### src/rtl/stroke_history_buffer.sv
// Undo/redo history for the canvas pixel stream: logs committed pixels and replays strokes as a valid/ready stream.
// Optional STROKE_HISTORY_GROUP_EN: replay whole strokes bounded by stroke_start; otherwise one entry per request.
module stroke_history_buffer #(
  parameter int unsigned COORD_W = 8,
  parameter int unsigned COLOR_W = 3,
  parameter int unsigned DEPTH   = 16,
  parameter int unsigned PTR_W   = $clog2(DEPTH)
) (
  input  logic               clk,
  input  logic               rst_n,
  input  logic               save,
  output logic               save_ready,
  input  logic               stroke_start,
  input  logic [COORD_W-1:0] x_in,
  input  logic [COORD_W-1:0] y_in,
  input  logic [COLOR_W-1:0] old_color,
  input  logic [COLOR_W-1:0] new_color,
  input  logic               undo,
  input  logic               redo,
  output logic [COORD_W-1:0] out_x,
  output logic [COORD_W-1:0] out_y,
  output logic [COLOR_W-1:0] out_color,
  output logic               out_is_undo,
  output logic               out_valid,
  input  logic               out_ready,
  output logic               busy,
  output logic               can_undo,
  output logic               can_redo,
  output logic [PTR_W:0]     undo_cnt
);

  localparam int unsigned CNT_W = PTR_W + 1;

`ifdef STROKE_HISTORY_GROUP_EN
  typedef struct packed {
    logic               start;
    logic [COORD_W-1:0] x;
    logic [COORD_W-1:0] y;
    logic [COLOR_W-1:0] old_c;
    logic [COLOR_W-1:0] new_c;
  } entry_t;
`else
  typedef struct packed {
    logic [COORD_W-1:0] x;
    logic [COORD_W-1:0] y;
    logic [COLOR_W-1:0] old_c;
    logic [COLOR_W-1:0] new_c;
  } entry_t;
`endif

  typedef enum logic [1:0] {IDLE, FETCH, EMIT} state_t;

  state_t             state_q, state_d;
  logic               mode_undo_q, mode_undo_d;
  logic [PTR_W-1:0]   cur_q, cur_d;
  logic [CNT_W-1:0]   undo_cnt_q, undo_cnt_d;
  logic [CNT_W-1:0]   redo_cnt_q, redo_cnt_d;
  logic [COORD_W-1:0] out_x_q, out_x_d, out_y_q, out_y_d;
  logic [COLOR_W-1:0] out_color_q, out_color_d;
  logic               out_is_undo_q, out_is_undo_d;
  logic               out_valid_q, out_valid_d;
  logic               busy_q, busy_d;
  logic               save_ready_q, save_ready_d;
  logic               can_undo_q, can_undo_d;
  logic               can_redo_q, can_redo_d;

  entry_t             mem [DEPTH];
  entry_t             wr_entry_c, rd_entry_c;
  logic [PTR_W-1:0]   rd_idx_c;
  logic               mem_we_c;
  logic               undo_stop_c, redo_stop_c;

  assign rd_idx_c   = mode_undo_q ? PTR_W'(cur_q - PTR_W'(1)) : cur_q;
  assign rd_entry_c = mem[rd_idx_c];

`ifdef STROKE_HISTORY_GROUP_EN
  logic start_q, start_d;
  entry_t nxt_entry_c;
  assign wr_entry_c  = '{start: stroke_start, x: x_in, y: y_in, old_c: old_color, new_c: new_color};
  assign nxt_entry_c = mem[PTR_W'(cur_q + PTR_W'(1))];
  // Undo stops at a stroke head; redo stops before the next stroke head.
  assign undo_stop_c = start_q || (undo_cnt_q == CNT_W'(1));
  assign redo_stop_c = (redo_cnt_q == CNT_W'(1)) || nxt_entry_c.start;
`else
  logic unused_stroke_start;
  assign unused_stroke_start = stroke_start;
  assign wr_entry_c  = '{x: x_in, y: y_in, old_c: old_color, new_c: new_color};
  assign undo_stop_c = 1'b1;
  assign redo_stop_c = 1'b1;
`endif

  always_ff @(posedge clk) begin
    if (mem_we_c) mem[cur_q] <= wr_entry_c;
  end

  // Next-state and datapath update.
  always_comb begin
    state_d       = state_q;
    mode_undo_d   = mode_undo_q;
    cur_d         = cur_q;
    undo_cnt_d    = undo_cnt_q;
    redo_cnt_d    = redo_cnt_q;
    out_x_d       = out_x_q;
    out_y_d       = out_y_q;
    out_color_d   = out_color_q;
    out_is_undo_d = out_is_undo_q;
    mem_we_c      = 1'b0;
`ifdef STROKE_HISTORY_GROUP_EN
    start_d       = start_q;
`endif
    case (state_q)
      IDLE: begin
        if (save) begin
          mem_we_c   = 1'b1;
          cur_d      = PTR_W'(cur_q + PTR_W'(1));
          redo_cnt_d = '0;
          if (undo_cnt_q != CNT_W'(DEPTH)) undo_cnt_d = CNT_W'(undo_cnt_q + CNT_W'(1));
        end else if (undo && (undo_cnt_q != '0)) begin
          mode_undo_d = 1'b1;
          state_d     = FETCH;
        end else if (redo && (redo_cnt_q != '0)) begin
          mode_undo_d = 1'b0;
          state_d     = FETCH;
        end
      end
      FETCH: begin
        out_x_d       = rd_entry_c.x;
        out_y_d       = rd_entry_c.y;
        out_color_d   = mode_undo_q ? rd_entry_c.old_c : rd_entry_c.new_c;
        out_is_undo_d = mode_undo_q;
`ifdef STROKE_HISTORY_GROUP_EN
        start_d       = rd_entry_c.start;
`endif
        state_d       = EMIT;
      end
      EMIT: begin
        if (out_ready) begin
          if (mode_undo_q) begin
            cur_d      = PTR_W'(cur_q - PTR_W'(1));
            undo_cnt_d = CNT_W'(undo_cnt_q - CNT_W'(1));
            redo_cnt_d = CNT_W'(redo_cnt_q + CNT_W'(1));
            state_d    = undo_stop_c ? IDLE : FETCH;
          end else begin
            cur_d      = PTR_W'(cur_q + PTR_W'(1));
            redo_cnt_d = CNT_W'(redo_cnt_q - CNT_W'(1));
            if (undo_cnt_q != CNT_W'(DEPTH)) undo_cnt_d = CNT_W'(undo_cnt_q + CNT_W'(1));
            state_d    = redo_stop_c ? IDLE : FETCH;
          end
        end
      end
      default: state_d = IDLE;
    endcase
    out_valid_d  = (state_d == EMIT);
    busy_d       = (state_d != IDLE);
    save_ready_d = (state_d == IDLE);
    can_undo_d   = (undo_cnt_d != '0);
    can_redo_d   = (redo_cnt_d != '0);
  end

  always_ff @(posedge clk or negedge rst_n) begin
    if (!rst_n) begin
      state_q       <= IDLE;
      mode_undo_q   <= 1'b0;
      cur_q         <= '0;
      undo_cnt_q    <= '0;
      redo_cnt_q    <= '0;
      out_x_q       <= '0;
      out_y_q       <= '0;
      out_color_q   <= '0;
      out_is_undo_q <= 1'b0;
      out_valid_q   <= 1'b0;
      busy_q        <= 1'b0;
      save_ready_q  <= 1'b1;
      can_undo_q    <= 1'b0;
      can_redo_q    <= 1'b0;
`ifdef STROKE_HISTORY_GROUP_EN
      start_q       <= 1'b0;
`endif
    end else begin
      state_q       <= state_d;
      mode_undo_q   <= mode_undo_d;
      cur_q         <= cur_d;
      undo_cnt_q    <= undo_cnt_d;
      redo_cnt_q    <= redo_cnt_d;
      out_x_q       <= out_x_d;
      out_y_q       <= out_y_d;
      out_color_q   <= out_color_d;
      out_is_undo_q <= out_is_undo_d;
      out_valid_q   <= out_valid_d;
      busy_q        <= busy_d;
      save_ready_q  <= save_ready_d;
      can_undo_q    <= can_undo_d;
      can_redo_q    <= can_redo_d;
`ifdef STROKE_HISTORY_GROUP_EN
      start_q       <= start_d;
`endif
    end
  end

  assign save_ready  = save_ready_q;
  assign out_x       = out_x_q;
  assign out_y       = out_y_q;
  assign out_color   = out_color_q;
  assign out_is_undo = out_is_undo_q;
  assign out_valid   = out_valid_q;
  assign busy        = busy_q;
  assign can_undo    = can_undo_q;
  assign can_redo    = can_redo_q;
  assign undo_cnt    = undo_cnt_q;

endmodule

### config.mk
export PLATFORM = sky130hd
export DESIGN_NAME = stroke_history_buffer
export DESIGN_NICKNAME = d
export VERILOG_FILES = /design/src/rtl/stroke_history_buffer.sv
export SDC_FILE = /design/constraint.sdc
export NUM_CORES = 1
export LEC_CHECK = 0
export ABC_AREA = 0
export BUFFER_PORTS_ARGS = -buffer_cell sky130_fd_sc_hd__buf_4
export CELL_PAD_IN_SITES_DETAIL_PLACEMENT = 0
export CELL_PAD_IN_SITES_GLOBAL_PLACEMENT = 1
export CORE_MARGIN = 2
export CORE_UTILIZATION = 58
export CTS_CLUSTER_DIAMETER = 80
export DETAILED_ROUTE_END_ITERATION = 10
export GPL_TIMING_DRIVEN = 0
export PLACE_DENSITY = 0.81
export SYNTH_ARGS = -nofsm -noshare
export SYNTH_HDL_FRONTEND = slang
export SYNTH_SLANG_ARGS = --single-unit
export TNS_END_PERCENT = 5
### constraint.sdc
create_clock -name clk -period 6.8 [get_ports clk]
set_input_delay 1.36 -clock clk [delete_from_list [all_inputs] [get_ports clk]]
set_output_delay 1.36 -clock clk [all_outputs]
set_load 0.01 [all_outputs]
==> metrics.log, run 1 <==
INFO  metric drc = 0
INFO  metric worstSkewPairLatency = 0.52 ns
INFO  metric synthesis.yosys.warnings = 0
INFO  metric detail_route.wirelength = between 30000 and 40000 um
INFO  metric comb_power_share = roughly two fifths
INFO  metric worst-r2r-setup-slack = between 3 and 4 ns
INFO  metric most_common_cell_after_layout_fill_and_taps_aside = sky130_fd_sc_hd__edfxtp_1
INFO  metric number_of_max_cap_violations = 0
INFO  metric clockBufferDepth = 3
INFO  metric numPlacedInstances = 1207
INFO  metric largest_net_degree_at_the_start_of_global_routing = 43
INFO  metric min-delay-start = out_is_undo
INFO  metric design.final.nets = ~950
INFO  metric switching_share = approximately a third
INFO  metric tritoncts_num_sinks = about 390
INFO  metric cts-buffers-inserted = 39
INFO  metric cts_hold_buf = 0
INFO  metric status = complete, no violations
INFO  metric tritoncts = built
INFO  metric dpl.hpwl = 20000 um
INFO  metric worst_max_slew_margin_expressed_relative_to_the_limit = under 10%
INFO  metric synth_top_family_by_area = multiplexers
INFO  metric worst_pin_slew = roughly 1.4 ns
INFO  metric detail_route.iter0.violations = 931
INFO  metric hold_depth = 2
INFO  metric crit-reg2reg-launch = mode_undo_q
INFO  metric syn-mean-instance-area = just under 20 um2
INFO  metric detail-route-antenna-nets = 0
INFO  metric yosysUniqueCellTypes = 56
INFO  metric num_io_pins = a little under 60
INFO  metric routed-via-count = a little over 8000
INFO  metric areaGrowthSynthToFinish = 14.0%
INFO  metric synth.net_count = ~850
INFO  metric place.port_buffers = between 50 and 60
INFO  metric num_antenna_cells = 0
INFO  metric cts.htree.levels = 2
INFO  metric power.ir.vdd_worst = between 0.3 and 0.4 mV
INFO  metric first_global_vias = between 8000 and 9000
INFO  metric grt_first_pass_wirelength = just over 50000 um
INFO  metric min_to = out_is_undo
INFO  metric fraction_of_layout_cells_with_a_size_suffix_above_1 = between 20% and 30%
INFO  metric die_y = between 150 and 200 um
INFO  metric period_needed = ~3.1 ns
INFO  metric fmax = roughly 320 MHz
INFO  metric row_count = 60
INFO  metric worst_ep_required_time = ~7.2 ns
INFO  metric cts.reportedPaths.clkPinSlew = ~0.060 ns
INFO  metric sequentialPowerShare = between 30% and 40%
INFO  metric finalCritPeriodShare = 45.6%
INFO  metric synth_ff_type = sky130_fd_sc_hd__edfxtp_1
INFO  metric synth_async_sr_flop_share = 10.7%
INFO  metric fin_worst_skew = roughly 0.013 ns
INFO  metric grt_setup_unrepaired = false
INFO  metric switchingPower = slightly below 0.003 W
INFO  metric synth_xor_xnor_area_share = less than 1%
INFO  metric power.density_cell_area = 485 nW/um2
INFO  metric die_area = around 28000 um2
INFO  metric finalWeightedCongestion = roughly 0.80
INFO  metric core_area = about 27000 um2
INFO  metric setup-tns-final = 0 ns
INFO  metric synth_area = between 15000 and 20000 um2
INFO  metric ys_ff_latch = approximately 390
INFO  metric floorplan.initialDensity = between 50% and 60%
INFO  metric synth_sequential_area_ratio = 74.4%
INFO  metric cts_repair_resize_count = 0
INFO  metric yosys.area_share.simple = around 4.0%
INFO  metric grt_usage = between 20% and 30%
INFO  metric detail_route.first_pass.iterations = 5
INFO  metric critical_path.max_fanout = 10
INFO  metric hold_viol_final = 0
INFO  metric power_leakage = 5.99 nW
INFO  metric synth.area.mux_share = roughly 13%
INFO  metric synth_adder_area_share = 1.01%
INFO  metric arrival = ~3.5 ns
INFO  metric cts_setup_buffers = 0
INFO  metric clock_network_power_share = about a quarter
INFO  metric timing_max_transition_violations_final = 0
INFO  metric netlist_instances = 810
INFO  metric layout_common_cells = sky130_fd_sc_hd__edfxtp_1, sky130_fd_sc_hd__mux4_2, sky130_fd_sc_hd__buf_4, sky130_fd_sc_hd__dfrtp_1, sky130_fd_sc_hd__nand2_1
INFO  metric crit_path_start_kind = flip-flop
INFO  metric drt-vias-per-instance = 6.41
INFO  metric crit_path_end_kind = flip-flop
INFO  metric critPathKind = reg2reg
INFO  metric cts-root-buf = sky130_fd_sc_hd__clkbuf_16
INFO  metric synth_compound_gate_area_share = roughly 4.7%
INFO  metric hold_path_class = reg2reg
INFO  metric critical_path.reg2reg.endpoint = out_y[4]
INFO  metric grt.overflow.total = 0
INFO  metric antenna_violations_before_repair = 0
INFO  metric die_width = roughly 170 um
INFO  metric internal_power = around 0.0057 W
INFO  metric route.detailed.wl_per_inst = around 27 um
INFO  metric worst_r2r_path_depth = 9
INFO  metric synth-edff-count = about 350
INFO  metric setup-violations-final = 0
INFO  metric timing.hold.ws = about 0.5 ns
INFO  metric finalNonFillerCells = about 1300
-- critical path, cell delays in order, from the launching register on --
cell and delay (ns):
sky130_fd_sc_hd__dfrtp_1 0.50, sky130_fd_sc_hd__inv_1 0.26, sky130_fd_sc_hd__ha_1 0.40, sky130_fd_sc_hd__buf_2 0.36, sky130_fd_sc_hd__buf_2 0.36, sky130_fd_sc_hd__inv_1 0.13, sky130_fd_sc_hd__nand2_1 0.30, sky130_fd_sc_hd__buf_2 0.35
sky130_fd_sc_hd__o22ai_1 0.19, sky130_fd_sc_hd__a21oi_1 0.18
-- layer usage --
metal / track usage (%) / vias to the layer above / share of wire, % / routed length (um)
met5: 0 / - / 0 / 0
met2: 42.3 / 355 / 51 / 17500
met4: 7.83 / 0 / 3.0 / 1020
met3: 3.29 / 74 / 6.1 / 2080
li1: - / 3497 / - / -
met1: 33.3 / 4287 / 40 / 13700
-- worst max-delay path by stage --
stage,endpoint,slack (ns),depth (start not counted),from
6_report,out_y[4],3.70,9,mode_undo_q
5_1_grt,out_y[4],3.44,9,mode_undo_q
4_1_cts,out_y[4],3.66,9,mode_undo_q
3_5_place_dp,mem[4][16],3.14,6,save
3_3_place_gp,mem[11][14],3.09,6,save
2_1_floorplan,mem[8][0],4.02,5,save
-- per-stage QoR --
stage / instance area (um2) / worst slack, ns / utilization (%) / total power (W)
floorplan: 15600 / 4.02 / - / 0.00556
global placement: 16500 / 3.09 / 61.6 / 0.00652
detailed placement: 16500 / 3.14 / 61.6 / 0.00663
CTS: 17700 / 3.66 / 66.2 / 0.00867
global route: 17800 / 3.44 / 66.6 / 0.00902
finish: 17800 / 3.70 / 66.6 / 0.00864
-- power groups by stage --
stage / Clock [W] / Sequential, W / Combinational (W)
6_report: 0.00206 / 0.00306 / 0.00353
5_1_grt: 0.00217 / 0.00308 / 0.00377
4_1_cts: 0.00208 / 0.00306 / 0.00354
3_5_place_dp: 0 / 0.00311 / 0.00352
3_3_place_gp: 0 / 0.00309 / 0.00343
2_1_floorplan: 0 / 0.00310 / 0.00246
-- cells by family after synthesis --
family          after synthesis
flops                       394
simple gates                121
compound gates              113
mux                         106
buf+inv                      53
fa+ha+maj                    12
xor+xnor                     11
-- registers in the layout (all words and copies together), names as in the netlist, 2 cells and up --
signal / cells
mem: 352
out_x: 8
out_y: 8
redo_cnt_q: 5
undo_cnt: 5
cur_q: 4
out_color: 3
state_q: 2
-- cells in the mapped netlist, types with 6 or more instances --
master	n	area [um2]
sky130_fd_sc_hd__o211ai_1	6	45.0
sky130_fd_sc_hd__ha_1	11	138
sky130_fd_sc_hd__o22ai_1	31	194
sky130_fd_sc_hd__nand3_1	8	40.0
sky130_fd_sc_hd__nor2_1	21	78.8
sky130_fd_sc_hd__mux2_2	20	225
sky130_fd_sc_hd__o21ai_0	14	70.1
sky130_fd_sc_hd__edfxtp_1	352	10600
sky130_fd_sc_hd__a21oi_1	27	135
sky130_fd_sc_hd__nand2_1	40	150
sky130_fd_sc_hd__buf_6	6	67.6
sky130_fd_sc_hd__dfrtp_1	41	1030
sky130_fd_sc_hd__xor2_1	7	61.3
sky130_fd_sc_hd__buf_2	22	110
sky130_fd_sc_hd__mux4_2	81	1820
sky130_fd_sc_hd__inv_1	11	41.3
sky130_fd_sc_hd__and2_1	17	106
sky130_fd_sc_hd__clkbuf_1	12	45.0
-- final cells by class --
cell class / count / area [um2]
Clock buffer: 57 / 1090
Multi-Input combinational cell: 363 / 3730
Tap cell: 341 / 427
Timing Repair Buffer: 60 / 531
Fill cell: 1732 / 8930
Clock inverter: 13 / 120
Buffer: 42 / 234
Sequential cell: 394 / 11600
Inverter: 11 / 41.3
(Power assumes the default switching activity.)
==> run 2: changes to the inputs <==
- CORE_UTILIZATION: 58 -> 54
- PLACE_DENSITY: 0.81 -> 0.76
- clock period: 6.8 -> 3 ns (I/O delays scaled with it)
==> run 2 against run 1 <==
  * Via count decreased by 2.5%
  * Worst setup slack worse by 3.5 ns
  * Clock power grew to 2.6 times the previous value
  * Critical path depth stayed put
  * Final cell count is 3.4% higher
  * Utilization decreased by 3.5 points
  * Critical endpoint is now out_color[0]
  * Clock skew rose by 0.012 ns
  * Maximum frequency up 11%
  * Sequential share of layout area down 0.80 points
  * Combinational power increased by 130%
  * First-iteration DRC count decreased by 22%
  * Cell area is 1.2% higher
==> metrics.log, run 2 (synthesis results as in run 1) <==
INFO  metric timing_max_transition_violations_final = 0 (unchanged)
INFO  metric tritoncts_num_sinks = 394 (unchanged)
INFO  metric cts.reportedPaths.clkPinSlew = 0.06 ns (about the same)
INFO  metric power_leakage = 6.06 nW (+1.1%)
INFO  metric power.density_cell_area = 1120 nW/um2 (+130%)
INFO  metric drc = 0 (unchanged)
INFO  metric worst-r2r-setup-slack = 0.20 ns (-3.51 ns)
INFO  metric num_io_pins = 59 (unchanged)
INFO  metric grt_usage = 23.1% (-1.5 points)
INFO  metric worst_r2r_path_depth = 9 (unchanged)
INFO  metric areaGrowthSynthToFinish = 15.4%
INFO  metric dpl.hpwl = 20200 um (+1.0%)
INFO  metric worst_max_slew_margin_expressed_relative_to_the_limit = 6.58% (-2.9 points)
INFO  metric worst_ep_required_time = 3.39 ns (-3.85 ns)
INFO  metric detail_route.first_pass.iterations = 4 (-1)
INFO  metric place.port_buffers = 56 (unchanged)
INFO  metric largest_register_ff_count = 352 (unchanged)
INFO  metric place_area = 16500 um2 (+0.32%)
INFO  metric slowest_stage_cell_on_the_critical_path = sky130_fd_sc_hd__dfrtp_1
INFO  metric fmax = 357 MHz (+11%)
INFO  metric first_global_vias = 8322 (+0.036%)
INFO  metric clockBufferDepth = 3 (unchanged)
INFO  metric timing.hold.ws = 0.104 ns (-0.382 ns)
INFO  metric crit-reg2reg-launch = cur_q[0]
INFO  metric worst_pin_slew = 1.40 ns (+0.0432 ns)
INFO  metric floorplan.initialDensity = 54.7% (-3.7 points)
INFO  metric crit_path_start_kind = flip-flop
INFO  metric cts.htree.levels = 2 (unchanged)
INFO  metric critical_path.max_fanout = 10 (unchanged)
INFO  metric die_width = 174 um (+3.6%)
INFO  metric number_of_max_cap_violations = 0 (unchanged)
INFO  metric post-route-cell-area = 18000 um2 (+1.2%)
INFO  metric cts_hold_buf = 0 (unchanged)
INFO  metric setup-tns-final = 0 ns (unchanged)
INFO  metric die_y = 174 um (+3.6%)
INFO  metric crit_path_end_kind = flip-flop
INFO  metric post-route-worst-setup-slack = 0.197 ns (-3.51 ns)
INFO  metric core_area = 28500 um2 (+6.8%)
INFO  metric grt_first_pass_wirelength = 51400 um (+1.1%)
INFO  metric largest_net_degree_at_the_start_of_global_routing = 43 (unchanged)
INFO  metric power.ir.vdd_worst = 0.718 mV (+94%)
INFO  metric detail-route-antenna-nets = 0 (unchanged)
INFO  metric design.final.nets = 950 (-0.21%)
INFO  metric setup-violations-final = 0 (unchanged)
INFO  metric critical_path.cell_chain = inv_1 > ha_1 > nand2_1 > xnor2_4 > buf_4 > clkbuf_4 > mux4_2 > a22oi_1 > o211ai_1
INFO  metric hold_path_class = in2async
INFO  metric fraction_of_layout_cells_with_a_size_suffix_above_1 = 29.6% (+1.5 points)
INFO  metric fin_worst_skew = 0.0249 ns (+0.0119 ns)
INFO  metric worstSkewPairLatency = 0.54 ns (+0.02 ns)
INFO  metric arrival = 3.19 ns (-0.35 ns)
INFO  metric max_flop_register = mem
INFO  metric route.detailed.wl_per_inst = 25.8 um (-3.6%)
INFO  metric cts-buffers-inserted = 40 (+2.6%)
INFO  metric finalWeightedCongestion = 0.805 (+0.35%)
INFO  metric detail_route.iter0.violations = 727 (-22%)
INFO  metric period_needed = 2.80 ns (-0.295 ns)
INFO  metric placement.setup.worst_slack = -0.0924 ns (-3.23 ns)
INFO  metric critical_path.reg2reg.endpoint = out_color[0]
INFO  metric antenna_violations_before_repair = 0 (unchanged)
INFO  metric die_area = 30300 um2 (+7.2%)
INFO  metric slowest_delay = 0.44 ns (-0.06 ns)
INFO  metric drt-vias-per-instance = 6.05 (-5.7%)
INFO  metric tritoncts = built
INFO  metric detail_route.wirelength = 34100 um (-0.33%)
INFO  metric routed-via-count = 8010 (-2.5%)
INFO  metric hold_viol_final = 0 (unchanged)
INFO  metric layout_common_cells = sky130_fd_sc_hd__edfxtp_1, sky130_fd_sc_hd__mux4_2, sky130_fd_sc_hd__buf_4, sky130_fd_sc_hd__clkbuf_16, sky130_fd_sc_hd__dfrtp_1
INFO  metric status = complete, no violations
INFO  metric most_common_cell_after_layout_fill_and_taps_aside = sky130_fd_sc_hd__edfxtp_1
INFO  metric grt.overflow.total = 0 (unchanged)
INFO  metric cts-root-buf = sky130_fd_sc_hd__clkbuf_16
INFO  metric finalCritPeriodShare = 93.4% (+48 points)
INFO  metric finalNonFillerCells = 1325 (+3.4%)
INFO  metric numPlacedInstances = 1250 (+3.6%)
INFO  metric num_antenna_cells = 0 (unchanged)
INFO  metric row_count = 62 (+3.3%)
INFO  metric critPathKind = reg2reg
[run 2: final cells by class]
type | count | area, um2
Multi-Input combinational cell | 363 | 3750
Clock buffer | 58 | 1210
Timing Repair Buffer | 57 | 428
Sequential cell | 394 | 11600
Inverter | 11 | 45.0
Clock inverter | 16 | 225
Fill cell | 2012 | 10500
Buffer | 42 | 255
Tap cell | 384 | 480
[run 2: critical path, delay by kind of cell, from the launching register on]
kind	cells	cell delay, ns
mux	1	0.36
buf+inv	3	0.76
xor+xnor	1	0.27
compound gates	2	0.36
fa+ha+maj	1	0.27
simple gates	1	0.19
flops	1	0.44
[run 2: how the worst max path moves through the flow]
stage	from	end	slack, ns
finish	cur_q[0]	out_color[0]	0.20
global route	cur_q[0]	out_color[2]	-0.0002
CTS	cur_q[0]	out_color[2]	-0.02
detailed placement	mode_undo_q	out_x[4]	-0.09
global placement	mode_undo_q	out_y[4]	-0.06
floorplan	cur_q[0]	out_y[0]	0.61
[run 2: power breakdown]
part / total (W) / switching [W] / internal [W]
Combinational: 0.00803 / 0.00431 / 0.00372
Sequential: 0.00693 / 0.000298 / 0.00663
Clock: 0.00528 / 0.00203 / 0.00325
Total: 0.0202 / 0.00664 / 0.0136
[run 2: repair_timing]
action / CTS / global route
buffers inserted: 0 / 1
resized for setup: 2 / 16
hold endpoints to repair: 0 / 0
endpoints found under the setup margin: 26 / 40
[run 2: metrics by stage]
step	total power, W	utilization [%]
4_1_cts	0.0203	62.9
3_3_place_gp	0.0149	57.8
3_5_place_dp	0.0150	57.9
5_1_grt	0.0212	63.1
6_report	0.0202	63.1
2_1_floorplan	0.0126	-
[run 2: layer usage]
metal | track usage [%] | share of wire, %
met1 | 31.8 | 42
met4 | 6.20 | 2.1
met3 | 3.46 | 5.4
met2 | 39.2 | 51
met5 | 0 | 0
==> run 3: changes to the inputs <==
- CORE_MARGIN: 2 -> not set
- CORE_UTILIZATION: 54 -> 49
- CTS_CLUSTER_DIAMETER: 80 -> 60
- PLACE_DENSITY: 0.76 -> 0.7
==> run 3 against run 2 <==
  * Flip-flop and latch count stayed put
  * Count of clock-buffer cells in the layout is 4 higher
  * Critical path depth is 1 lower
  * Global-route usage is 1.2 points lower
  * Largest power group unchanged
  * Highest routed layer unchanged
  * Critical path type unchanged
  * Die area is 7.6% higher
  * Utilization is 5.1 points lower
  * Hold slack better by 0.0011 ns
  * Clock power is 6.6% lower
  * First-iteration DRC count is 15% lower
  * Final cell count is 1.3% higher
  * Clock skew is 0.015 ns lower
  * Via count is 0.34% lower
==> metrics.log, run 3 (synthesis results as in run 1) <==
INFO  metric status = complete, no violations
INFO  metric slowest_stage_cell_on_the_critical_path = sky130_fd_sc_hd__o311ai_0
INFO  metric setup-violations-final = 0 (unchanged)
INFO  metric critical_path.max_fanout = 10 (unchanged)
INFO  metric hold_path_class = in2async
INFO  metric most_common_cell_after_layout_fill_and_taps_aside = sky130_fd_sc_hd__edfxtp_1
INFO  metric detail_route.first_pass.iterations = 5 (+1)
INFO  metric die_width = 180 um (+3.7%)
INFO  metric globalRouteMet1Util = 29.4% (-2.3 points)
INFO  metric critical_path.cell_chain = inv_1 > ha_1 > nand2_1 > xor2_1 > clkbuf_1 > nand2_1 > o311ai_0 > o211ai_1
INFO  metric largest_register_ff_count = 352 (unchanged)
INFO  metric tritoncts_num_sinks = 394 (unchanged)
INFO  metric core_area = 31000 um2 (+8.6%)
INFO  metric global_route.usage.met2 = 37.5% (-1.7 points)
INFO  metric floorplan.initialDensity = 50.4% (-4.3 points)
INFO  metric row_count = 64 (+3.2%)
INFO  metric grt_setup_unrepaired = false
INFO  metric place_area = 16600 um2 (+0.61%)
INFO  metric finalWeightedCongestion = 0.775 (-3.7%)
INFO  metric die_y = 180 um (+3.7%)
INFO  metric timing_max_transition_violations_final = 0 (unchanged)
INFO  metric crit_path_end_kind = flip-flop
INFO  metric final_core_util = 58.0% (-5.1 points)
INFO  metric grt_use_met3 = 3.38% (-0.081 points)
INFO  metric detail_route.wirelength = 34600 um (+1.4%)
INFO  metric max_flop_register = mem
INFO  metric routed-via-count = 7983 (-0.34%)
INFO  metric grt.overflow.total = 0 (unchanged)
INFO  metric route.detailed.wl_per_inst = 25.8 um (about the same)
INFO  metric number_of_max_cap_violations = 0 (unchanged)
INFO  metric layout_common_cells = sky130_fd_sc_hd__edfxtp_1, sky130_fd_sc_hd__mux4_2, sky130_fd_sc_hd__buf_4, sky130_fd_sc_hd__clkbuf_16, sky130_fd_sc_hd__dfrtp_1
INFO  metric power.ir.vdd_worst = 0.591 mV (-18%)
INFO  metric cts-buffers-inserted = 42 (+5.0%)
INFO  metric worst_ep_required_time = 3.40 ns (about the same)
INFO  metric power_leakage = 6.04 nW (-0.40%)
INFO  metric cts.reportedPaths.clkPinSlew = 0.06 ns (about the same)
INFO  metric tritoncts = built
INFO  metric num_antenna_cells = 0 (unchanged)
INFO  metric drc = 0 (unchanged)
INFO  metric die_area = 32600 um2 (+7.6%)
INFO  metric fmax = 348 MHz (-2.4%)
INFO  metric detail-route-antenna-nets = 0 (unchanged)
INFO  metric worst_max_slew_margin_expressed_relative_to_the_limit = 41.5% (+35 points)
INFO  metric num_io_pins = 59 (unchanged)
INFO  metric cp.buffers_inverters = 2 (-1)
INFO  metric cts-root-buf = sky130_fd_sc_hd__clkbuf_16
INFO  metric antenna_violations_before_repair = 0 (unchanged)
INFO  metric place.port_buffers = 56 (unchanged)
INFO  metric total_power = 0.0199 W (-1.6%)
INFO  metric globalRoute.busiestLayer = met2
INFO  metric path_delay_family = compound AO/OA/AOI/OAI gates
INFO  metric critPathKind = reg2reg
INFO  metric design.final.nets = 954 (+0.42%)
INFO  metric largest_net_degree_at_the_start_of_global_routing = 43 (unchanged)
INFO  metric period_needed = 2.87 ns (+0.0698 ns)
INFO  metric clockBufferDepth = 3 (unchanged)
INFO  metric power.density_cell_area = 1110 nW/um2 (-1.4%)
INFO  metric setup-tns-final = 0 ns (unchanged)
INFO  metric cts_setup_buffers = 0 (unchanged)
INFO  metric placement.setup.worst_slack = -0.159 ns (-0.0664 ns)
INFO  metric post-route-cell-area = 18000 um2 (-0.24%)
INFO  metric first_global_vias = 8420 (+1.2%)
INFO  metric worst_pin_slew = 0.877 ns (-0.524 ns)
INFO  metric crit_path_start_kind = flip-flop
INFO  metric arrival = 3.27 ns (+0.08 ns)
INFO  metric cts.htree.levels = 2 (unchanged)
INFO  metric dpl.hpwl = 20700 um (+2.8%)
INFO  metric fraction_of_layout_cells_with_a_size_suffix_above_1 = 28.4% (-1.2 points)
INFO  metric grt_usage = 21.9% (-1.2 points)
INFO  metric areaGrowthSynthToFinish = 15.1%
INFO  metric fin_worst_skew = 0.0103 ns (-0.0146 ns)
INFO  metric drt-vias-per-instance = 5.95 (-1.6%)
INFO  metric worstSkewPairLatency = 0.54 ns (about the same)
INFO  metric crit_top_cell = sky130_fd_sc_hd__nand2_1
INFO  metric grt_first_pass_wirelength = 52400 um (+2.0%)
INFO  metric slowest_delay = 0.48 ns (+0.04 ns)
INFO  metric hold_viol_final = 0 (unchanged)
INFO  metric cts_hold_buf = 0 (unchanged)
INFO  metric detail_route.iter0.violations = 620 (-15%)
INFO  metric post-route-worst-setup-slack = 0.127 ns (-0.0698 ns)
INFO  metric finalCritPeriodShare = 95.8% (+2.3 points)
## run 3: area by class of cell
type                       instances  area [um2]
fill                            2320       13000
sequential                       394       11600
multi-input combinational        363        3750
clock buffer                      62        1170
timing repair buffer              59         503
tap                              396         495
buffer                            42         255
clock inverter                    15         141
inverter                          11        41.3
## run 3: report_power, final
group	switching, W	leakage [nW]	internal, W	total (W)
Clock	0.00205	0.637	0.00288	0.00493
Combinational	0.00433	1.73	0.00373	0.00806
Sequential	0.000294	3.67	0.00663	0.00692
## run 3: path summary, 6_finish.rpt
| check | startpoint | to | slack [ns] | depth (start not counted) |
|---|---|---|---|---|
| worst max-delay path | cur_q[0] | out_color[0] | 0.13 | 8 |
| worst min-delay path | rst_n | out_color[1] | 0.11 | 1 |
| worst max register to register | cur_q[0] | out_color[0] | 0.13 | 8 |
| worst min register to register | out_is_undo | out_is_undo | 0.52 | 2 |
| max in group asynchronous | rst_n | out_y[0] | 2.44 | 1 |
| min in group clk | x_in[5] | mem[4][19] | 0.36 | 1 |
## run 3: what timing repair did
action                     CTS  global route
setup endpoints to repair   62            16
resized for setup            6             9
gates cloned                 0             0
## run 3: routing by layer
layer  part of all wire [%]  vias up
met4                    2.2        0
met3                    4.1       56
met1                     43     4216
met5                      0        -
met2                     50      199
li1                       -     3512
## run 3: stage by stage
step           cells  hold WS (ns)
3_5_place_dp    1265         0.485
5_1_grt         1342         0.141
4_1_cts         1342         0.114
6_report        1342         0.106
2_1_floorplan    810         0.304
3_3_place_gp    1262         0.479
